## src/rtl/symbol_timing_ctrl_pkg.sv

```systemverilog
// Shared timing-recovery defaults (common with the polyphase filters) and the
// small types used by the interpolation controller.
`ifndef STC_CNT_W
`define STC_CNT_W(n) ($clog2((n) + 1))
`endif

package symbol_timing_ctrl_pkg;

  localparam int NB_MU_DEF = 22;
  localparam int NB_PH_DEF = 4;
  localparam int SPS_DEF   = 2;

  localparam longint MU_ONE       = 64'sd1 <<< NB_MU_DEF;
  localparam longint MAX_STEP_DEF = MU_ONE >>> 2;
  localparam longint MIN_STEP_DEF = -MAX_STEP_DEF;

  typedef enum logic [1:0] {
    WRAP_NONE = 2'd0,
    WRAP_UP   = 2'd1,
    WRAP_DOWN = 2'd2
  } wrap_e;

  typedef struct packed {
    logic skip;
    logic stuff;
  } slip_t;

endpackage

```

## src/rtl/symbol_timing_ctrl_lock.sv

```systemverilog
// Lock detector: run-length counters on good/bad loop corrections drive a
// hysteretic lock flag.
module timing_lock_detector #(
  parameter int NB_ERR     = 27,
  parameter int LOCK_THR   = 4096,
  parameter int LOCK_CNT   = 8,
  parameter int UNLOCK_CNT = 4
) (
  input  logic                     clk,
  input  logic                     rst_n,
  input  logic                     i_err_valid,
  input  logic signed [NB_ERR-1:0] i_err,
  input  logic                     i_clr,
  output logic                     o_lock
);

  localparam int EW = NB_ERR + 1;
  localparam int GW = `STC_CNT_W(LOCK_CNT);
  localparam int BW = `STC_CNT_W(UNLOCK_CNT);

  logic signed [EW-1:0] err_x;
  logic        [EW-1:0] mag;
  logic                 good;
  logic        [GW-1:0] good_cnt;
  logic        [BW-1:0] bad_cnt;

  // One extra bit so the most-negative correction has a representable magnitude.
  assign err_x = EW'(i_err);
  assign mag   = err_x[EW-1] ? unsigned'(-err_x) : unsigned'(err_x);
  assign good  = (mag < EW'(LOCK_THR));

  always_ff @(posedge clk or negedge rst_n) begin
    if (!rst_n) begin
      good_cnt <= '0;
      bad_cnt  <= '0;
      o_lock   <= 1'b0;
    end else if (i_clr) begin
      good_cnt <= '0;
      bad_cnt  <= '0;
      o_lock   <= 1'b0;
    end else if (i_err_valid) begin
      if (good) begin
        bad_cnt <= '0;
        if (good_cnt != GW'(LOCK_CNT)) good_cnt <= good_cnt + 1'b1;
        if (good_cnt >= GW'(LOCK_CNT - 1)) o_lock <= 1'b1;
      end else begin
        good_cnt <= '0;
        if (bad_cnt != BW'(UNLOCK_CNT)) bad_cnt <= bad_cnt + 1'b1;
        if (bad_cnt >= BW'(UNLOCK_CNT - 1)) o_lock <= 1'b0;
      end
    end
  end

endmodule

```

## src/rtl/symbol_timing_ctrl.sv

```systemverilog
// Interpolation/timing controller: integrates loop-filter corrections into mu,
// turns mu wraps into skip/stuff requests for the symbol strobe, tracks lock.
module symbol_timing_ctrl
  import symbol_timing_ctrl_pkg::*;
#(
  parameter int NB_ERR     = 27,
  parameter int NB_MU      = NB_MU_DEF,
  parameter int NB_PH      = NB_PH_DEF,
  parameter int SPS        = SPS_DEF,
  parameter int MAX_STEP   = 2 ** (NB_MU - 2),
  parameter int LOCK_THR   = 2 ** 12,
  parameter int LOCK_CNT   = 8,
  parameter int UNLOCK_CNT = 4
) (
  input  logic                     clk,
  input  logic                     rst_n,
  input  logic                     i_sample_en,
  input  logic                     i_err_valid,
  input  logic signed [NB_ERR-1:0] i_err,
  input  logic                     i_freeze,
  input  logic                     i_load,
  input  logic        [NB_MU-1:0]  i_mu_init,
  output logic                     o_strobe,
  output logic        [NB_PH-1:0]  o_phase_idx,
  output logic        [NB_MU-1:0]  o_mu,
  output logic                     o_skip,
  output logic                     o_stuff,
  output logic                     o_ovf,
  output logic                     o_lock
);

  localparam int CW    = ((NB_ERR > NB_MU + 2) ? NB_ERR : NB_MU + 2) + 1;
  localparam int SW    = NB_MU + 2;
  localparam int CNT_W = $clog2(SPS);

  localparam logic signed [CW-1:0] STEP_HI = CW'(MAX_STEP);
  localparam logic signed [CW-1:0] STEP_LO = -STEP_HI;

  logic [NB_MU-1:0]     mu;
  logic signed [CW-1:0] err_x;
  logic signed [SW-1:0] step_s;
  logic signed [SW-1:0] sum;
  logic                 int_en;
  wrap_e                wrap;

  slip_t                pend, pend_n;
  logic                 ovf_n;
  logic [CNT_W-1:0]     cnt, cnt_n;
  logic                 cnt_last;
  logic                 strobe_n;

  assign int_en = i_err_valid && !i_load && !i_freeze;
  assign err_x  = CW'(i_err);

  always_comb begin
    if (err_x > STEP_HI)      step_s = SW'(STEP_HI);
    else if (err_x < STEP_LO) step_s = SW'(STEP_LO);
    else                      step_s = SW'(err_x);
  end

  // Two guard bits: bit NB_MU flags an up-wrap, the sign bit a down-wrap.
  assign sum = $signed({2'b00, mu}) + step_s;

  always_comb begin
    wrap = WRAP_NONE;
    if (int_en) begin
      if (sum[SW-1])      wrap = WRAP_DOWN;
      else if (sum[SW-2]) wrap = WRAP_UP;
    end
  end

  always_ff @(posedge clk or negedge rst_n) begin
    if (!rst_n) begin
      mu      <= '0;
      o_skip  <= 1'b0;
      o_stuff <= 1'b0;
    end else begin
      if (i_load)      mu <= i_mu_init;
      else if (int_en) mu <= sum[NB_MU-1:0];
      o_skip  <= (wrap == WRAP_UP);
      o_stuff <= (wrap == WRAP_DOWN);
    end
  end

  assign o_mu        = mu;
  assign o_phase_idx = mu[NB_MU-1 -: NB_PH];

  assign cnt_last = (cnt == CNT_W'(SPS - 1));

  // The strobe decision consumes the flags as they stood before this cycle's
  // wrap, so a wrap coinciding with a sample is serviced on the next sample.
  always_comb begin
    pend_n   = pend;
    ovf_n    = o_ovf;
    cnt_n    = cnt;
    strobe_n = 1'b0;
    if (i_sample_en) begin
      if (pend.skip) begin
        strobe_n    = 1'b1;
        cnt_n       = '0;
        pend_n.skip = 1'b0;
      end else if (cnt_last && pend.stuff) begin
        pend_n.stuff = 1'b0;
      end else if (cnt_last) begin
        strobe_n = 1'b1;
        cnt_n    = '0;
      end else begin
        cnt_n = cnt + 1'b1;
      end
    end
    unique case (wrap)
      WRAP_UP: begin
        if (pend_n.skip)       ovf_n        = 1'b1;
        else if (pend_n.stuff) pend_n.stuff = 1'b0;
        else                   pend_n.skip  = 1'b1;
      end
      WRAP_DOWN: begin
        if (pend_n.stuff)     ovf_n        = 1'b1;
        else if (pend_n.skip) pend_n.skip  = 1'b0;
        else                  pend_n.stuff = 1'b1;
      end
      default: ;
    endcase
    if (i_load) begin
      pend_n = '0;
      ovf_n  = 1'b0;
    end
  end

  always_ff @(posedge clk or negedge rst_n) begin
    if (!rst_n) begin
      pend     <= '0;
      o_ovf    <= 1'b0;
      cnt      <= '0;
      o_strobe <= 1'b0;
    end else begin
      pend     <= pend_n;
      o_ovf    <= ovf_n;
      cnt      <= cnt_n;
      o_strobe <= strobe_n;
    end
  end

  timing_lock_detector #(
    .NB_ERR     (NB_ERR),
    .LOCK_THR   (LOCK_THR),
    .LOCK_CNT   (LOCK_CNT),
    .UNLOCK_CNT (UNLOCK_CNT)
  ) u_lock (
    .clk         (clk),
    .rst_n       (rst_n),
    .i_err_valid (i_err_valid),
    .i_err       (i_err),
    .i_clr       (i_load),
    .o_lock      (o_lock)
  );

endmodule

```

## config.mk

```make
export PLATFORM = sky130hd
export DESIGN_NAME = symbol_timing_ctrl
export DESIGN_NICKNAME = d
export VERILOG_FILES = /design/src/rtl/symbol_timing_ctrl_pkg.sv /design/src/rtl/symbol_timing_ctrl_lock.sv /design/src/rtl/symbol_timing_ctrl.sv
export SDC_FILE = /design/constraint.sdc
export NUM_CORES = 1
export LEC_CHECK = 0
export BUFFER_PORTS_ARGS = -buffer_cell sky130_fd_sc_hd__buf_2
export CORE_UTILIZATION = 30
export DETAILED_ROUTE_END_ITERATION = 8
export GPL_TIMING_DRIVEN = 0
export PLACE_DENSITY = 0.52
export SETUP_SLACK_MARGIN = 0.05
export SYNTH_ARGS = -nofsm -noshare
export SYNTH_HDL_FRONTEND = slang
export SYNTH_SLANG_ARGS = --single-unit
```

## constraint.sdc

```tcl
create_clock -name clk -period 3.9 [get_ports clk]
set_input_delay 1.17 -clock clk [delete_from_list [all_inputs] [get_ports clk]]
set_output_delay 1.17 -clock clk [all_outputs]
set_load 0.005 [all_outputs]
```

==> flow_metrics.env, run 1 <==
export IMPL_status="finished, violations left"
export IMPL_violations_in_the_final_reports="negative setup slack"
export IMPL_rr_startpoint="o_mu[0]"
export IMPL_io_buffer_count=83
export IMPL_worstPathMaxFanout=5
export IMPL_clockPowerShare_pct=33.2
export IMPL_clock_skew_ps=7.05
export IMPL_floorplan_core_area_um2=11000
export IMPL_iter_0_drt_violations=143
export IMPL_asyncSetResetFlopFracSynth_pct=100
export IMPL_timing_reg2reg_setup_slack_ps=270
export IMPL_clock_tree_htree_level_count=2
export IMPL_cts_inserted_buffers=5
export IMPL_min_period_over_period_pct=146
export IMPL_crit_chain="buf_6, or4_4, nor4_4, nand3_2, a2111oi_4, a41oi_2, clkbuf_8, nor2b_2, ha_4, a211oi_4, o21ai_2, a211oi_2, o21ai_2, o41a_1, a21oi_2, o21ba_4, mux2_4, ha_4, mux2i_1, a21oi_1, o21ai_1, a21oi_1"
export IMPL_synth_enable_flop_cells=0
export IMPL_synth_yosys_seq_area_share_pct=26.9
export IMPL_met3RoutedLength_um=495
export IMPL_topRoutingLayerUsed="met4"
export IMPL_sw_power_uw=401
export IMPL_ff2ff_path_depth=15
export IMPL_maximum_number_of_pins_on_one_net_before_global_route_repair=38
export IMPL_wirelength_um=10900
export IMPL_detailedPlacementHpwl_um=7750
export IMPL_critical_path_reg2reg_endpoint="o_ovf"
export IMPL_mappedNetlistNets=507
export IMPL_reported_leakage_power_uw=0.00223
export IMPL_finalPower_uw=1230
export IMPL_initial_antenna_violation_count=0
export IMPL_grt_remaining_overflow=0
export IMPL_setup_viol_count_final=26
export IMPL_grt_use_total_pct=18.7
export IMPL_netlist_top_cells_count="43 x sky130_fd_sc_hd__nand2_1, 37 x sky130_fd_sc_hd__dfrtp_1, 37 x sky130_fd_sc_hd__o21ai_0, 36 x sky130_fd_sc_hd__a21oi_1, 30 x sky130_fd_sc_hd__nor2_1"
export IMPL_synthesis_instances=422
export IMPL_cts_hold_buf=0
export IMPL_tns_ps=-25110
export IMPL_route_vias_total=3593
export IMPL_critical_path_startpoint_type="input port"
export IMPL_swShare_pct=32.7
export IMPL_wire_length_on_met1_um=5120
export IMPL_min_path_cells=2
export IMPL_maxSlewHeadroom_pct=39.9
export IMPL_multi_input_area_um2=2740
export IMPL_syn_mean_instance_area_um2=8.16
export IMPL_numClockSinks=37
export IMPL_yosysMostFrequentCell="sky130_fd_sc_hd__nand2_1"
export IMPL_sequentialPowerShare_pct=36.5
export IMPL_finish_net_count=629
export IMPL_synth_cell_area_um2=3440
export IMPL_critical_path_n_buffers_inverters=2
export IMPL_worst_endpoint_required_ps=4100
export IMPL_cts_max_path_buffers=2
export IMPL_final_hold_viol_count=0
export IMPL_yosys_most_used_dff="sky130_fd_sc_hd__dfrtp_1"
export IMPL_first_global_vias=3502
export IMPL_maxCapViolCount=0
export IMPL_clock_tree_from_tritoncts="yes"
export IMPL_timing_max_transition_violations_final=0
export IMPL_max_clock_freq_ghz=0.175
export IMPL_number_of_vias_per_cell_after_detailed_routing=5.25
export IMPL_post_synth_num_cell_types=60
export IMPL_rows=38
export IMPL_yosysTopAreaCell="sky130_fd_sc_hd__dfrtp_1"
export IMPL_post_route_worst_setup_slack_ps=-1810
export IMPL_cp_data_arrival_time_ps=5920
export IMPL_ys_ff_latch=37
export IMPL_postLayoutCoreUtil_pct=44.1
export IMPL_timing_worst_slew_pin_value_ps=902
export IMPL_num_antenna_cells=0
export IMPL_pwr_density_cell_nw_per_um2=253
export IMPL_wire_length_of_the_first_global_routing_pass_um=17200
export IMPL_hold_end="o_ovf"
export IMPL_internal_power_uw=827
export IMPL_die_w_um=109
export IMPL_yosys_warning_total=0
export IMPL_initial_core_util_pct=31.2
export IMPL_critical_path_top_delay_family="compound AO/OA/AOI/OAI gates"
export IMPL_first_pass_iters=4
export IMPL_crit_path_max_incr_delay_ps=580
export IMPL_timing_hold_worst_start="o_ovf"
export IMPL_die_h_um=109
export IMPL_fillCellCount=1115
export IMPL_clk_pin_slew_ps=60
export IMPL_min_period_ps=5710
export IMPL_min_delay_path_class="reg2reg"
export IMPL_setup_repair_after_global_routing_missed_its_margin="yes"
export IMPL_worst_setup_path_type="in2reg"
export IMPL_pwr_share_comb_pct=30.2
export IMPL_worst_path_max_delay_cell="sky130_fd_sc_hd__or4_4"
export IMPL_post_synth_top_area_fraction_pct=26.9
export IMPL_layout_area_overhead_vs_synth_pct=41.3
export IMPL_clock_latency_on_the_worst_skew_pair_ps=290
export IMPL_layout_area_seq_um2=926
export IMPL_met2RoutedLength_um=5190
export IMPL_root_buffer="sky130_fd_sc_hd__clkbuf_16"
export IMPL_place_gp_congestion=0.861
export IMPL_final_layout_size_suffix_gt1_share_pct=36.1
export IMPL_detail_route_wl_per_cell_um=16.0
export IMPL_crit_path_end_kind="flip-flop"
export IMPL_drt_antenna_violating_nets=0
export IMPL_top_level_ports=86
export IMPL_fp_dieArea_um2=11900
export IMPL_remaining_drc_errors=0
export IMPL_ir_worst_vdd_mv=0.125
export IMPL_synth_top_cells_by_area="sky130_fd_sc_hd__dfrtp_1 27%, sky130_fd_sc_hd__ha_1 11%, sky130_fd_sc_hd__o21ai_0 5.4%"
[layer usage]
layer	global-route usage [%]	vias to the layer above
met5	0	-
met4	5.89	0
met3	2.33	10
met2	30.5	76
met1	25.3	1716
li1	-	1791
[power by group through the flow]
| stage | Combinational, uW | Clock (uW) | Sequential (uW) |
|---|---|---|---|
| 2_1_floorplan | 196 | 0 | 450 |
| 3_3_place_gp | 315 | 0 | 454 |
| 3_5_place_dp | 318 | 0 | 454 |
| 4_1_cts | 349 | 416 | 447 |
| 5_1_grt | 410 | 431 | 453 |
| 6_report | 371 | 408 | 449 |
[cell type report]
type | instances | area share (%)
buffer | 19 | 2.21
clock buffer | 6 | 2.65
clock inverter | 2 | 0.206
inverter | 18 | 1.39
multi-input combinational | 348 | 56.3
sequential | 37 | 19.0
tap | 140 | 3.60
timing repair buffer | 115 | 14.6
[kinds of logic (layout without fill, tap and decap cells)]
logic type                 count (synthesis)  after routing  synth area share, %
muxes                                     16             16                 4.76
xor gates and xnor gates                  20             20                 5.09
DFF                                       37             37                 26.9
AOI/OAI and AO/OA                        132            132                 24.6
and+or+nand+nor                          150            150                 23.0
adders and majority gates                 30             30                 11.1
buffers and inverters                     37            160                 4.51
[state kept, by name (all words and copies together), names as in the netlist, 2 cells and up]
register         cells
u_lock.good_cnt      4
o_mu                22
u_lock.bad_cnt       3
pend                 2
[stage by stage]
step / worst slack (ps) / hold slack [ps] / area (um^2) / std cells
2_1_floorplan: -1780 / 514 / 3500 / 422
5_1_grt: -2060 / 559 / 4860 / 685
4_1_cts: -1810 / 525 / 4600 / 675
3_5_place_dp: -2710 / 516 / 4090 / 645
3_3_place_gp: -2640 / 509 / 4090 / 645
6_report: -1810 / 521 / 4860 / 685
[worst reg2reg max path: stages (launching register included)]
cell and delay [ps]:
sky130_fd_sc_hd__dfrtp_1 400, sky130_fd_sc_hd__ha_2 200, sky130_fd_sc_hd__fa_2 420, sky130_fd_sc_hd__a211oi_4 290, sky130_fd_sc_hd__o21ai_2 120, sky130_fd_sc_hd__a211oi_2 320, sky130_fd_sc_hd__o21ai_2 100, sky130_fd_sc_hd__o41a_1 410
sky130_fd_sc_hd__a21oi_2 170, sky130_fd_sc_hd__o21ba_4 160, sky130_fd_sc_hd__mux2_4 310, sky130_fd_sc_hd__ha_4 180, sky130_fd_sc_hd__mux2i_1 110, sky130_fd_sc_hd__a21oi_1 130, sky130_fd_sc_hd__o21ai_1 90, sky130_fd_sc_hd__a21oi_1 140
[how the worst max path moves through the flow]
stage | from | to | slack, ps | depth (start not counted)
after floorplan | i_err[2] | o_ovf | -1780 | 21
after global placement | i_err[2] | pend[0] | -2640 | 21
after detailed placement | i_err[2] | pend[0] | -2710 | 22
after CTS | i_err[7] | pend[0] | -1810 | 21
after global routing | i_err[4] | o_ovf | -2060 | 22
final | i_err[4] | o_ovf | -1810 | 22
[placed cells by master (no fill, tap or decap), drive strengths merged, types with 5 or more instances in the layout]
cell	n
ha	29
nor3	6
a211oi	7
or4	5
a21o	7
nor2b	26
xnor2	15
a21oi	36
clkbuf	19
nand2b	7
buf	121
mux2i	13
nor2	31
o21ai	38
dfrtp	37
nand2	43
nand4	7
xor2	5
inv	18
nand3	6
[what timing repair did]
| action | CTS | global route |
|---|---|---|
| cloned | 1 | 0 |
| pin swaps | 40 | 48 |
| hold endpoints to repair | 0 | 0 |
| endpoints found under the setup margin | 26 | 26 |
| setup buffers | 22 | 11 |
| resized for setup | 54 | 43 |
No activity file was read; power rests on OpenSTA's default activity.
==> run 2, diff against run 1 <==
ABC_AREA = 1   (was default)
PLACE_DENSITY = 0.51   (was 0.52)
==> flow_metrics.env, run 2 <==
export IMPL_status="finished, violations left"
export IMPL_violations_in_the_final_reports="negative setup slack"
export IMPL_detailedPlacementHpwl_um=10700
export IMPL_post_synth_num_cell_types=41
export IMPL_numClockSinks=37
export IMPL_synth_cell_area_um2=3990
export IMPL_max_clock_freq_ghz=0.234
export IMPL_final_layout_size_suffix_gt1_share_pct=34.0
export IMPL_finalPower_uw=1760
export IMPL_fp_dieArea_um2=13700
export IMPL_wirelength_um=14200
export IMPL_cts_inserted_buffers=5
export IMPL_drt_antenna_violating_nets=0
export IMPL_detail_route_wl_per_cell_um=15.0
export IMPL_netlist_top_cells_count="154 x sky130_fd_sc_hd__nand2_1, 78 x sky130_fd_sc_hd__nor2_1, 66 x sky130_fd_sc_hd__inv_1, 48 x sky130_fd_sc_hd__o21ai_0, 44 x sky130_fd_sc_hd__nand3_1"
export IMPL_synth_yosys_seq_area_share_pct=23.2
export IMPL_wire_length_of_the_first_global_routing_pass_um=22200
export IMPL_clk_pin_slew_ps=60
export IMPL_top_level_ports=86
export IMPL_placement_setup_worst_slack_ps=-1150
export IMPL_maxSlewHeadroom_pct=39.2
export IMPL_critical_path_startpoint_type="input port"
export IMPL_initial_antenna_violation_count=0
export IMPL_place_gp_congestion=0.894
export IMPL_min_path_cells=2
export IMPL_mappedNetlistNets=711
export IMPL_post_synth_top_area_fraction_pct=23.2
export IMPL_syn_mean_instance_area_um2=6.37
export IMPL_internal_power_uw=1100
export IMPL_timing_reg2reg_setup_slack_ps=1160
export IMPL_topRoutingLayerUsed="met4"
export IMPL_asyncSetResetFlopFracSynth_pct=100
export IMPL_met2RoutedLength_um=6670
export IMPL_postLayoutCoreUtil_pct=45.8
export IMPL_worst_path_max_delay_cell="sky130_fd_sc_hd__nor3b_4"
export IMPL_ff2ff_path_depth=16
export IMPL_first_pass_iters=5
export IMPL_worst_endpoint_required_ps=4030
export IMPL_critical_path_reg2reg_endpoint="o_ovf"
export IMPL_iter_0_drt_violations=261
export IMPL_grt_use_total_pct=21.1
export IMPL_timing_worst_slew_pin_value_ps=912
export IMPL_yosysMostFrequentCell="sky130_fd_sc_hd__nand2_1"
export IMPL_yosys_most_used_dff="sky130_fd_sc_hd__dfrtp_1"
export IMPL_hold_end="u_lock.o_lock"
export IMPL_synth_top_cells_by_area="sky130_fd_sc_hd__dfrtp_1 23%, sky130_fd_sc_hd__nand2_1 15%, sky130_fd_sc_hd__ha_1 9.1%"
export IMPL_crit_path_max_incr_delay_ps=280
export IMPL_setup_repair_after_global_routing_missed_its_margin="yes"
export IMPL_worst_setup_path_type="in2reg"
export IMPL_clock_tree_htree_level_count=2
export IMPL_swShare_pct=37.5
export IMPL_layout_area_overhead_vs_synth_pct=46.8
export IMPL_met3RoutedLength_um=541
export IMPL_layout_cells_most_common_list="139 x sky130_fd_sc_hd__nand2_1, 71 x sky130_fd_sc_hd__buf_2, 70 x sky130_fd_sc_hd__nor2_1, 64 x sky130_fd_sc_hd__inv_1, 58 x sky130_fd_sc_hd__buf_4"
export IMPL_first_global_vias=4578
export IMPL_pwr_share_comb_pct=43.6
export IMPL_timing_hold_worst_start="u_lock.o_lock"
export IMPL_min_period_ps=4280
export IMPL_yosys_warning_total=0
export IMPL_cp_data_arrival_time_ps=4410
export IMPL_cts_max_path_buffers=2
export IMPL_min_period_over_period_pct=110
export IMPL_floorplan_core_area_um2=12800
export IMPL_setup_viol_count_final=6
export IMPL_rows=41
export IMPL_maxCapViolCount=0
export IMPL_wire_length_on_met1_um=6660
export IMPL_pwr_density_cell_nw_per_um2=301
export IMPL_post_route_worst_setup_slack_ps=-376
export IMPL_largest_register_ffs=22
export IMPL_sequentialPowerShare_pct=28.7
export IMPL_maximum_number_of_pins_on_one_net_before_global_route_repair=38
export IMPL_die_h_um=117
export IMPL_sw_power_uw=660
export IMPL_clockPowerShare_pct=27.8
export IMPL_grt_remaining_overflow=0
export IMPL_route_vias_total=4713
export IMPL_ir_worst_vdd_mv=0.185
export IMPL_initial_core_util_pct=31.2
export IMPL_timing_max_transition_violations_final=0
export IMPL_clock_tree_from_tritoncts="yes"
export IMPL_tns_ps=-1640
export IMPL_clock_skew_ps=5.24
export IMPL_synthesis_instances=626
export IMPL_most_used_cell_cp="sky130_fd_sc_hd__nand2_2"
export IMPL_reported_leakage_power_uw=0.00286
export IMPL_die_w_um=117
export IMPL_final_hold_viol_count=0
export IMPL_min_delay_path_class="reg2reg"
export IMPL_root_buffer="sky130_fd_sc_hd__clkbuf_16"
export IMPL_ys_ff_latch=37
export IMPL_number_of_vias_per_cell_after_detailed_routing=4.98
export IMPL_worstPathMaxFanout=5
export IMPL_num_antenna_cells=0
export IMPL_final_common_cell="sky130_fd_sc_hd__nand2_1"
export IMPL_yosysTopAreaCell="sky130_fd_sc_hd__dfrtp_1"
export IMPL_crit_path_end_kind="flip-flop"
export IMPL_clock_latency_on_the_worst_skew_pair_ps=280
export IMPL_rr_startpoint="o_mu[0]"
export IMPL_io_buffer_count=83
export IMPL_remaining_drc_errors=0
export IMPL_synth_enable_flop_cells=0
export IMPL_finish_net_count=858
==> run 2: cell count changes after synthesis, sizes merged, moves of 6 or more <==
cell / change
inv: +49
mux2i: -13
nand2: +117
nand2b: -7
nand3: +40
nor2: +59
nor2b: -26
nor3: +14
o21ai: +14
xnor2: -9
xor2: +6
==> run 2: cell families after synthesis <==
logic type	after synthesis	share of synthesized area, %
AO/OA/AOI/OAI	111	15.7
XOR/XNOR	17	3.74
adder cells (fa/ha/maj)	30	9.61
buffers and inverters	90	9.26
flip-flops	37	23.2
AND/OR/NAND/NOR	341	38.5
==> run 2: worst max path at each step <==
stage / from / end / slack, ps / cells past startpoint
after global placement: i_err[7] / o_ovf / -1110 / 28
after detailed placement: i_err[7] / pend[1] / -1150 / 27
after global routing: i_err[9] / o_ovf / -530 / 28
after floorplan: i_err[9] / pend[1] / -140 / 26
after CTS: i_err[6] / pend[1] / -370 / 26
final: i_err[7] / o_ovf / -380 / 27
==> run 2: layer usage <==
metal	global-route usage (%)	up-vias
li1	-	2349
met1	27.9	2215
met2	36.2	125
met3	2.42	24
met4	6.24	0
met5	0	-
==> run 2: power groups by stage <==
stage               logic [uW]  registers, uW  clock network [uW]
finish                     766            504                 489
global route               863            515                 511
CTS                        700            503                 506
detailed placement         621            507                   0
global placement           615            506                   0
floorplan                  419            496                   0
==> run 2: final cells by class <==
class                      count  area, um^2
fill                        1332        6920
clock inverter                 2        37.5
buffer                        22         159
sequential                    37         926
tap                          172         215
multi-input combinational    499        3160
clock buffer                   6         139
inverter                      68         262
timing repair buffer         140         951
==> run 2: repair_timing <==
item	4_1_cts	5_1_grt
gates cloned	1	0
setup endpoints to repair	17	15
hold buffers	0	0
pin swaps	38	32
buffers inserted	47	12
resized for setup	78	55
==> run 2: per-stage QoR <==
stage	hold slack [ps]	std cells	cell area [um^2]
2_1_floorplan	464	626	4050
3_3_place_gp	458	881	4680
3_5_place_dp	472	881	4680
4_1_cts	488	935	5520
5_1_grt	501	946	5850
6_report	479	946	5850
==> run 2: critical path: cells and delay by family <==
family	cells	cell delay (ps)
adder cells (fa/ha/maj)	2	450
buffers and inverters	3	460
AO/OA/AOI/OAI	6	620
AND/OR/NAND/NOR	16	1680
==> run 3, diff against run 2 <==
RECOVER_POWER = 50   (was default)
SKIP_LAST_GASP = 1   (was default)
==> flow_metrics.env, run 3 (synthesis gave the netlist of run 2 again) <==
export IMPL_detail_route_wl_per_cell_um=15.0
export IMPL_most_used_cell_cp="sky130_fd_sc_hd__nand2_2"
export IMPL_groute_layer_met1_usage_pct=27.9
export IMPL_initial_antenna_violation_count=0
export IMPL_remaining_drc_errors=0
export IMPL_timing_worst_slew_pin_value_ps=2180
export IMPL_route_vias_total=4652
export IMPL_setup_repair_after_global_routing_missed_its_margin="yes"
export IMPL_num_antenna_cells=0
export IMPL_max_clock_freq_ghz=0.235
export IMPL_crit_path_end_kind="flip-flop"
export IMPL_place_gp_congestion=0.894
export IMPL_floorplan_core_area_um2=12800
export IMPL_post_route_worst_setup_slack_ps=-360
export IMPL_cts_max_path_buffers=2
export IMPL_detailedPlacementHpwl_um=10700
export IMPL_setup_worst_path_start="i_err[7]"
export IMPL_largest_register_ffs=22
export IMPL_clk_pin_slew_ps=60
export IMPL_layout_area_seq_um2=926
export IMPL_global_route_track_usage_on_met3_pct=2.42
export IMPL_postLayoutCoreUtil_pct=45.7
export IMPL_min_period_ps=4260
export IMPL_worst_path_max_delay_cell="sky130_fd_sc_hd__nor3b_4"
export IMPL_maxSlewHeadroom_pct=-45.1
export IMPL_reported_leakage_power_uw=0.00284
export IMPL_first_pass_iters=4
export IMPL_top_usage_layer="met2"
export IMPL_cp_data_arrival_time_ps=4400
export IMPL_maxCapViolCount=1
export IMPL_timing_critical_path_to="o_ovf"
export IMPL_clock_tree_htree_level_count=2
export IMPL_fp_dieArea_um2=13700
export IMPL_critical_path_reg2reg_endpoint="o_ovf"
export IMPL_pwr_density_cell_nw_per_um2=301
export IMPL_layout_cells_most_common_list="139 x sky130_fd_sc_hd__nand2_1, 70 x sky130_fd_sc_hd__nor2_1, 65 x sky130_fd_sc_hd__buf_2, 64 x sky130_fd_sc_hd__inv_1, 59 x sky130_fd_sc_hd__buf_4"
export IMPL_grt_remaining_overflow=0
export IMPL_ir_worst_vdd_mv=0.185
export IMPL_layout_area_overhead_vs_synth_pct=46.4
export IMPL_clock_latency_on_the_worst_skew_pair_ps=280
export IMPL_critical_path_startpoint_type="input port"
export IMPL_ff2ff_path_depth=16
export IMPL_min_period_over_period_pct=109
export IMPL_min_delay_path_class="reg2reg"
export IMPL_final_hold_viol_count=0
export IMPL_numClockSinks=37
export IMPL_number_of_vias_per_cell_after_detailed_routing=4.92
export IMPL_stdcell_count=946
export IMPL_violations_in_the_final_reports="max-capacitance violations, max-slew violations, negative setup slack"
export IMPL_clock_tree_from_tritoncts="yes"
export IMPL_final_common_cell="sky130_fd_sc_hd__nand2_1"
export IMPL_root_buffer="sky130_fd_sc_hd__clkbuf_16"
export IMPL_io_buffer_count=83
export IMPL_clock_skew_ps=5.92
export IMPL_wirelength_um=14100
export IMPL_timing_reg2reg_setup_slack_ps=1170
export IMPL_rr_startpoint="o_mu[0]"
export IMPL_worst_setup_path_type="in2reg"
export IMPL_maximum_number_of_pins_on_one_net_before_global_route_repair=38
export IMPL_die_h_um=117
export IMPL_grt_use_total_pct=21.2
export IMPL_multi_input_area_um2=3160
export IMPL_wire_length_of_the_first_global_routing_pass_um=22300
export IMPL_timing_hold_worst_start="u_lock.o_lock"
export IMPL_setup_viol_count_final=6
export IMPL_worstPathMaxFanout=5
export IMPL_finish_net_count=858
export IMPL_cts_inserted_buffers=5
export IMPL_top_level_ports=86
export IMPL_iter_0_drt_violations=262
export IMPL_fillCellCount=1340
export IMPL_crit_path_max_incr_delay_ps=280
export IMPL_worst_endpoint_required_ps=4030
export IMPL_status="finished, violations left"
export IMPL_gr_usage_met2_pct=36.3
export IMPL_first_global_vias=4578
export IMPL_timing_max_transition_violations_final=38
export IMPL_rows=41
export IMPL_final_layout_size_suffix_gt1_share_pct=33.1
export IMPL_dpl_cell_count=881
export IMPL_die_w_um=117
export IMPL_drt_antenna_violating_nets=0
export IMPL_initial_core_util_pct=31.2
## run 3: cell type report
| class | instances | share of cell area, % |
|---|---|---|
| clock inverters | 2 | 0.643 |
| flip-flops and latches | 37 | 15.9 |
| well taps | 172 | 3.69 |
| repair buffers | 140 | 16.1 |
| inverters | 68 | 4.48 |
| plain buffers | 22 | 2.72 |
| multi-input cells | 499 | 54.1 |
| clock buffers | 6 | 2.38 |
## run 3: worst min-delay path by stage
stage / to / cells past startpoint
2_1_floorplan: u_lock.o_lock / 2
3_3_place_gp: u_lock.o_lock / 2
3_5_place_dp: u_lock.o_lock / 2
4_1_cts: u_lock.o_lock / 2
5_1_grt: u_lock.o_lock / 2
6_report: u_lock.o_lock / 2
## run 3: worst max-delay path, delay by kind of cell
| family | cells | cell delay (ps) |
|---|---|---|
| AO/OA/AOI/OAI | 6 | 610 |
| buffers and inverters | 3 | 460 |
| adder cells (fa/ha/maj) | 2 | 440 |
| AND/OR/NAND/NOR | 16 | 1700 |
## run 3: per-stage QoR
stage                     hold slack, ps  area (um^2)  setup TNS (ps)  setup slack, ps  power, uW
final                                480         5830           -1600             -360       1760
after global routing                 503         5830           -2840             -530       1890
after CTS                            488         5520           -1510             -373       1710
after detailed placement             472         4680          -10180            -1150       1130
after global placement               458         4680          -10070            -1110       1120
after floorplan                      464         4050            -366             -141        915
## run 3: where the power goes
part	switching (uW)	internal [uW]
logic	427	335
registers	62.0	443
clock network	170	319
## run 3: repair_timing
| action | CTS | global route |
|---|---|---|
| endpoints found under the setup margin | 17 | 15 |
| hold buffers | 0 | 0 |
| setup buffers | 47 | 12 |
| gates resized for setup | 76 | 55 |
| pin swaps | 38 | 32 |
| cloned | 1 | 0 |
## run 3: routing by layer
layer | share of wire, % | routed length (um)
met5 | 0 | 0
met4 | 1.6 | 231
met2 | 48 | 6730
met1 | 46 | 6500
met3 | 4.9 | 688
